**src/rtl/pipe_result_collector.sv**
```systemverilog
`default_nettype none
// ============================================================================
// Module      : pipe_result_collector
// Description : Captures the free-running PIPE result stream into a small
//               first-word-fall-through buffer and re-presents it on a
//               ready/valid interface. Reports sticky overflow (dropped
//               words) and a saturating count of accepted results.
// Revision    : 1.0 - initial release
// ============================================================================
module pipe_result_collector #(
    parameter int DATA_W = 27,
    parameter int DEPTH  = 8,
    parameter int CNT_W  = 16
) (
    input  logic                     clk,
    input  logic                     rst_n,
    input  logic                     pipe_valid,
    input  logic [DATA_W-1:0]        pipe_value,
    output logic                     res_valid,
    output logic [DATA_W-1:0]        res_data,
    input  logic                     res_ready,
    input  logic                     clear,
    output logic [$clog2(DEPTH):0]   level,
    output logic                     full,
    output logic                     overflow,
    output logic [CNT_W-1:0]         total_cnt
);

    localparam int c_ptr_w = $clog2(DEPTH);
    localparam int c_lvl_w = c_ptr_w + 1;

    localparam logic [c_ptr_w-1:0] c_ptr_one  = c_ptr_w'(1);
    localparam logic [c_lvl_w-1:0] c_lvl_one  = c_lvl_w'(1);
    localparam logic [c_lvl_w-1:0] c_lvl_full = c_lvl_w'(DEPTH);
    localparam logic [CNT_W-1:0]   c_cnt_one  = CNT_W'(1);
    localparam logic [CNT_W-1:0]   c_cnt_max  = {CNT_W{1'b1}};

    // Storage is intentionally not reset; occupancy alone defines validity.
    logic [DATA_W-1:0]  r_mem [DEPTH];
    logic [c_ptr_w-1:0] r_wr_ptr;
    logic [c_ptr_w-1:0] r_rd_ptr;
    logic [c_lvl_w-1:0] r_level;
    logic               r_overflow;
    logic [CNT_W-1:0]   r_total_cnt;

    logic               w_full;
    logic               w_empty;
    logic               w_pop;
    logic               w_push;
    logic               w_drop;

    // Handshake decode: clear suppresses any push so the concurrent word is lost.
    always_comb begin
        w_full  = (r_level == c_lvl_full);
        w_empty = (r_level == '0);
        w_pop   = !w_empty && res_ready;
        w_push  = pipe_valid && (!w_full || w_pop) && !clear;
        w_drop  = pipe_valid && w_full && !w_pop && !clear;
    end

    // Word storage; written only on an accepted push.
    always_ff @(posedge clk) begin
        if (w_push) begin
            r_mem[r_wr_ptr] <= pipe_value;
        end
    end

    // Pointers and occupancy; level is kept separately so full/empty never alias.
    always_ff @(posedge clk or negedge rst_n) begin
        if (!rst_n) begin
            r_wr_ptr <= '0;
            r_rd_ptr <= '0;
            r_level  <= '0;
        end else if (clear) begin
            r_wr_ptr <= '0;
            r_rd_ptr <= '0;
            r_level  <= '0;
        end else begin
            if (w_push) begin
                r_wr_ptr <= r_wr_ptr + c_ptr_one;
            end
            if (w_pop) begin
                r_rd_ptr <= r_rd_ptr + c_ptr_one;
            end
            if (w_push && !w_pop) begin
                r_level <= r_level + c_lvl_one;
            end else if (w_pop && !w_push) begin
                r_level <= r_level - c_lvl_one;
            end
        end
    end

    // Sticky overflow flag, set when a word arrives with no room.
    always_ff @(posedge clk or negedge rst_n) begin
        if (!rst_n) begin
            r_overflow <= 1'b0;
        end else if (clear) begin
            r_overflow <= 1'b0;
        end else if (w_drop) begin
            r_overflow <= 1'b1;
        end
    end

    // Saturating count of accepted words.
    always_ff @(posedge clk or negedge rst_n) begin
        if (!rst_n) begin
            r_total_cnt <= '0;
        end else if (clear) begin
            r_total_cnt <= '0;
        end else if (w_push && (r_total_cnt != c_cnt_max)) begin
            r_total_cnt <= r_total_cnt + c_cnt_one;
        end
    end

    // Output mapping; head word falls through combinationally.
    always_comb begin
        res_valid = !w_empty;
        res_data  = r_mem[r_rd_ptr];
        level     = r_level;
        full      = w_full;
        overflow  = r_overflow;
        total_cnt = r_total_cnt;
    end

endmodule
`default_nettype wire

```
**config.mk**
```make
export PLATFORM = sky130hd
export DESIGN_NAME = pipe_result_collector
export DESIGN_NICKNAME = d
export VERILOG_FILES = /design/src/rtl/pipe_result_collector.sv
export SDC_FILE = /design/constraint.sdc
export NUM_CORES = 1
export LEC_CHECK = 0
export CAP_MARGIN = 20
export CORE_MARGIN = 3
export CORE_UTILIZATION = 35
export CTS_CLUSTER_SIZE = 10
export DETAILED_ROUTE_END_ITERATION = 8
export PLACE_DENSITY = 0.53
export SETUP_SLACK_MARGIN = 0.1
export SYNTH_ARGS = -nofsm -noshare
export SYNTH_HDL_FRONTEND = slang
export SYNTH_SLANG_ARGS = --single-unit
export TNS_END_PERCENT = 30
```
**constraint.sdc**
```tcl
create_clock -name clk -period 4.6 [get_ports clk]
set_clock_uncertainty 0.1 [all_clocks]
set_input_delay 0.92 -clock clk [delete_from_list [all_inputs] [get_ports clk]]
set_output_delay 0.92 -clock clk [all_outputs]
set_load 0.01 [all_outputs]
```
==> load_flow_metrics.sql <==
INSERT INTO impl_metrics (metric_group, metric, value, unit) VALUES
('run_status', 'status', 'completed', ''),
('detailed_routing', 'detail-route-antenna-nets', '0', ''),
('synth', 'synth_enable_flop_cells', '216', ''),
('synth', 'ys_seq_area_share', '73.5', '%'),
('placed_design', 'placement.io_buffers', '81', ''),
('detailed_routing', 'drt-pass1-iter-count', '4', ''),
('sta', 'max_slew.worst_pin.slew', '0.904', 'ns'),
('clocking', 'cts-resized-gates', '0', ''),
('clocking', 'tritoncts_clock_tree', 'done', ''),
('finish', 'finalNetCount', '627', ''),
('placed_design', 'detailedPlace.worstSlack', '0.880', 'ns'),
('die', 'die_width', '173', 'um'),
('sta', 'finalMaxSlewViolations', '0', ''),
('setup_path', 'end_kind', 'output port', ''),
('sta', 'finalWorstPathRequiredPeriod', '4.01', 'ns'),
('global_route', 'first_global_vias', '5272', ''),
('clocking', 'clk-insertion-delay-late', '0.52', 'ns'),
('die', 'die_area', '29900', 'um2'),
('synth', 'ys_ff_latch', '243', ''),
('run', 'cap_viol_max_count', '0', ''),
('synth', 'synth.top_cells.by_area', 'edfxtp_1 (67%), mux4_2 (12%), dfrtp_1 (6.9%)', ''),
('sta', 'setup_slack', '0.591', 'ns'),
('clocking', 'clock_pin_slew_worst_setup_and_hold_paths', '0.06', 'ns'),
('placed_design', 'gp_congestion', '0.742', ''),
('setup_path', 'critPathArrivalTime', '2.99', 'ns'),
('clocking', 'clock_tree.buffer_depth', '3', ''),
('detailed_routing', 'drt_iter0_markers', '277', ''),
('finish', 'num_antenna_cells', '0', ''),
('die', 'die_height', '173', 'um'),
('power', 'ir_worst_vdd', '0.316', 'mV'),
('synth', 'synth_commonest_cells', 'edfxtp_1 (216), mux4_2 (54), dfrtp_1 (27), mux2_2 (27), nor2_1 (20)', ''),
('synth', 'postSynth.topFlopCell', 'edfxtp_1', ''),
('setup_path', 'timing.critical_path.required', '3.58', 'ns'),
('sta', 'final.period_utilization', '87.2', '%'),
('synth', 'synthesis.area_per_instance', '20.1', 'um2'),
('detailed_routing', 'detailroute.via_count', '4812', ''),
('sta', 'unrepaired_setup_endpoints_after_global_routing', 'false', ''),
('setup_path', 'regToRegStartpoint', 'level[1]', ''),
('setup_path', 'timing.setup.critical_path_class', 'reg -> out', ''),
('synth', 'netlist.top_cell.by_area', 'edfxtp_1', ''),
('sta', 'worst_slew_margin_rel', '39.5', '%'),
('hold_path', 'worst_hold_startpoint', 'overflow', ''),
('global_route', 'gr-total-overflow', '0', ''),
('die', 'site_rows', '60', ''),
('global_route', 'global_routing_usage_on_met2', '21.2', '%'),
('global_route', 'gr-max-usage-layer', 'met2', ''),
('sta', 'fmax', '249', 'MHz'),
('detailed_routing', 'detail_route.vias_per_cell', '4.93', ''),
('clocking', 'cts_max_level', '1', ''),
('sta', 'timing.setup.tns', '0', 'ns'),
('sta', 'hold_viol_final', '0', ''),
('global_route', 'largest_net_degree_at_the_start_of_global_routing', '31', ''),
('finish', 'area_growth_syn_to_layout', '22.2', '%'),
('power', 'total_power', '5.65', 'mW'),
('synth', 'synth_area', '9750', 'um2'),
('global_route', 'groute.usage.overall', '13.1', '%'),
('clocking', 'holdBufCountCts', '0', ''),
('die', 'io-pin-count', '82', ''),
('synth', 'synthesis.nets', '522', ''),
('die', 'fp.coreArea', '27200', 'um2'),
('setup_path', 'cp-startpoint', 'r_rd_ptr[0]', ''),
('detailed_routing', 'wl_per_cell', '19.9', 'um'),
('global_route', 'antenna_found_initial', '1', ''),
('clocking', 'cts_root_buf', 'clkbuf_16', ''),
('global_route', 'use_met3', '3.32', '%'),
('detailed_routing', 'wl', '19.4', 'mm'),
('sta', 'setup-violations-final', '0', ''),
('synth', 'yosysMostFrequentCell', 'edfxtp_1', ''),
('synth', 'ys_warn_count', '0', ''),
('global_route', 'grt_first_pass_wirelength', '31.0', 'mm'),
('synth', 'synth.distinct_cells', '45', '');
-- logic make-up (layout without fill, tap and decap cells) --
family | count (synthesis) | in the layout | synth area share (%)
AO/OA/AOI/OAI | 22 | 22 | 2.09
XOR/XNOR | 11 | 11 | 0.988
adder cells (fa/ha/maj) | 6 | 6 | 0.847
buffers and inverters | 26 | 146 | 1.27
flip-flops | 243 | 243 | 73.5
multiplexers | 93 | 93 | 16.9
AND/OR/NAND/NOR | 83 | 83 | 4.48
-- area by class of cell --
class | instances | area, um2
flip-flops and latches | 243 | 7170
clock inverters | 4 | 20.0
multi-input cells | 215 | 2520
clock buffers | 42 | 774
well taps | 372 | 465
repair buffers | 96 | 948
inverters | 4 | 15.0
fillers | 2393 | 15300
-- where the power goes --
part | total [mW] | leakage, nW | internal (mW) | switching [mW]
clock network | 1.94 | 0.382 | 1.15 | 0.792
registers | 2.61 | 2.31 | 2.48 | 0.137
logic | 1.10 | 1.16 | 0.664 | 0.437
-- final timing paths --
kind                                end  slack (ns)  depth (start not counted)
setup / recovery           res_data[11]        0.59                          4
hold / removal                 overflow        0.42                          2
setup reg to reg               level[3]        1.78                          9
hold reg to reg                overflow        0.42                          2
max in group asynchronous      level[0]        2.90                          2
min in group asynchronous  total_cnt[9]        0.81                          1
-- cell usage in the layout (no fill, tap or decap), drive strengths merged, types with 4 or more instances in the layout --
cell type | Yosys | layout
edfxtp | 216 | 216
clkdlybuf4s50 | 0 | 81
mux4 | 54 | 54
clkbuf | 13 | 42
mux2 | 31 | 31
dfrtp | 27 | 27
nor2 | 21 | 21
nand2 | 18 | 18
buf | 9 | 15
nand2b | 12 | 12
mux2i | 8 | 8
nand3 | 8 | 8
xnor2 | 7 | 7
a21oi | 7 | 7
nand4 | 5 | 5
ha | 5 | 5
nor3 | 5 | 5
o21ai | 5 | 5
inv | 4 | 4
xor2 | 4 | 4
clkinv | 0 | 4
-- per-layer routing --
layer / vias to the layer above / part of all wire, %
li1: 2161 / -
met1: 2500 / 44
met2: 119 / 48
met3: 30 / 6.2
met4: 2 / 1.6
met5: - / 0.046
-- sequential cells by signal, indices dropped and copies added, names as in the netlist --
name       cells
level          4
overflow       1
r_mem        216
total_cnt     16
r_wr_ptr       3
r_rd_ptr       3
-- worst max-delay path, stage by stage (launching register included) --
cell and delay, ns:
dfrtp_4 0.83, buf_4 0.33, mux4_2 0.53, mux2_2 0.29, clkdlybuf4s50_1 0.48
-- through the flow --
step	hold WS, ns	cell area [um2]	util (%)	instances
floorplan	0.422	9760	-	484
global placement	0.383	11100	40.9	930
detailed placement	0.405	11100	40.9	930
CTS	0.423	11900	43.8	976
global route	0.450	11900	43.8	976
finish	0.418	11900	43.8	976
Note: power is estimated with default switching activity, not from simulation.
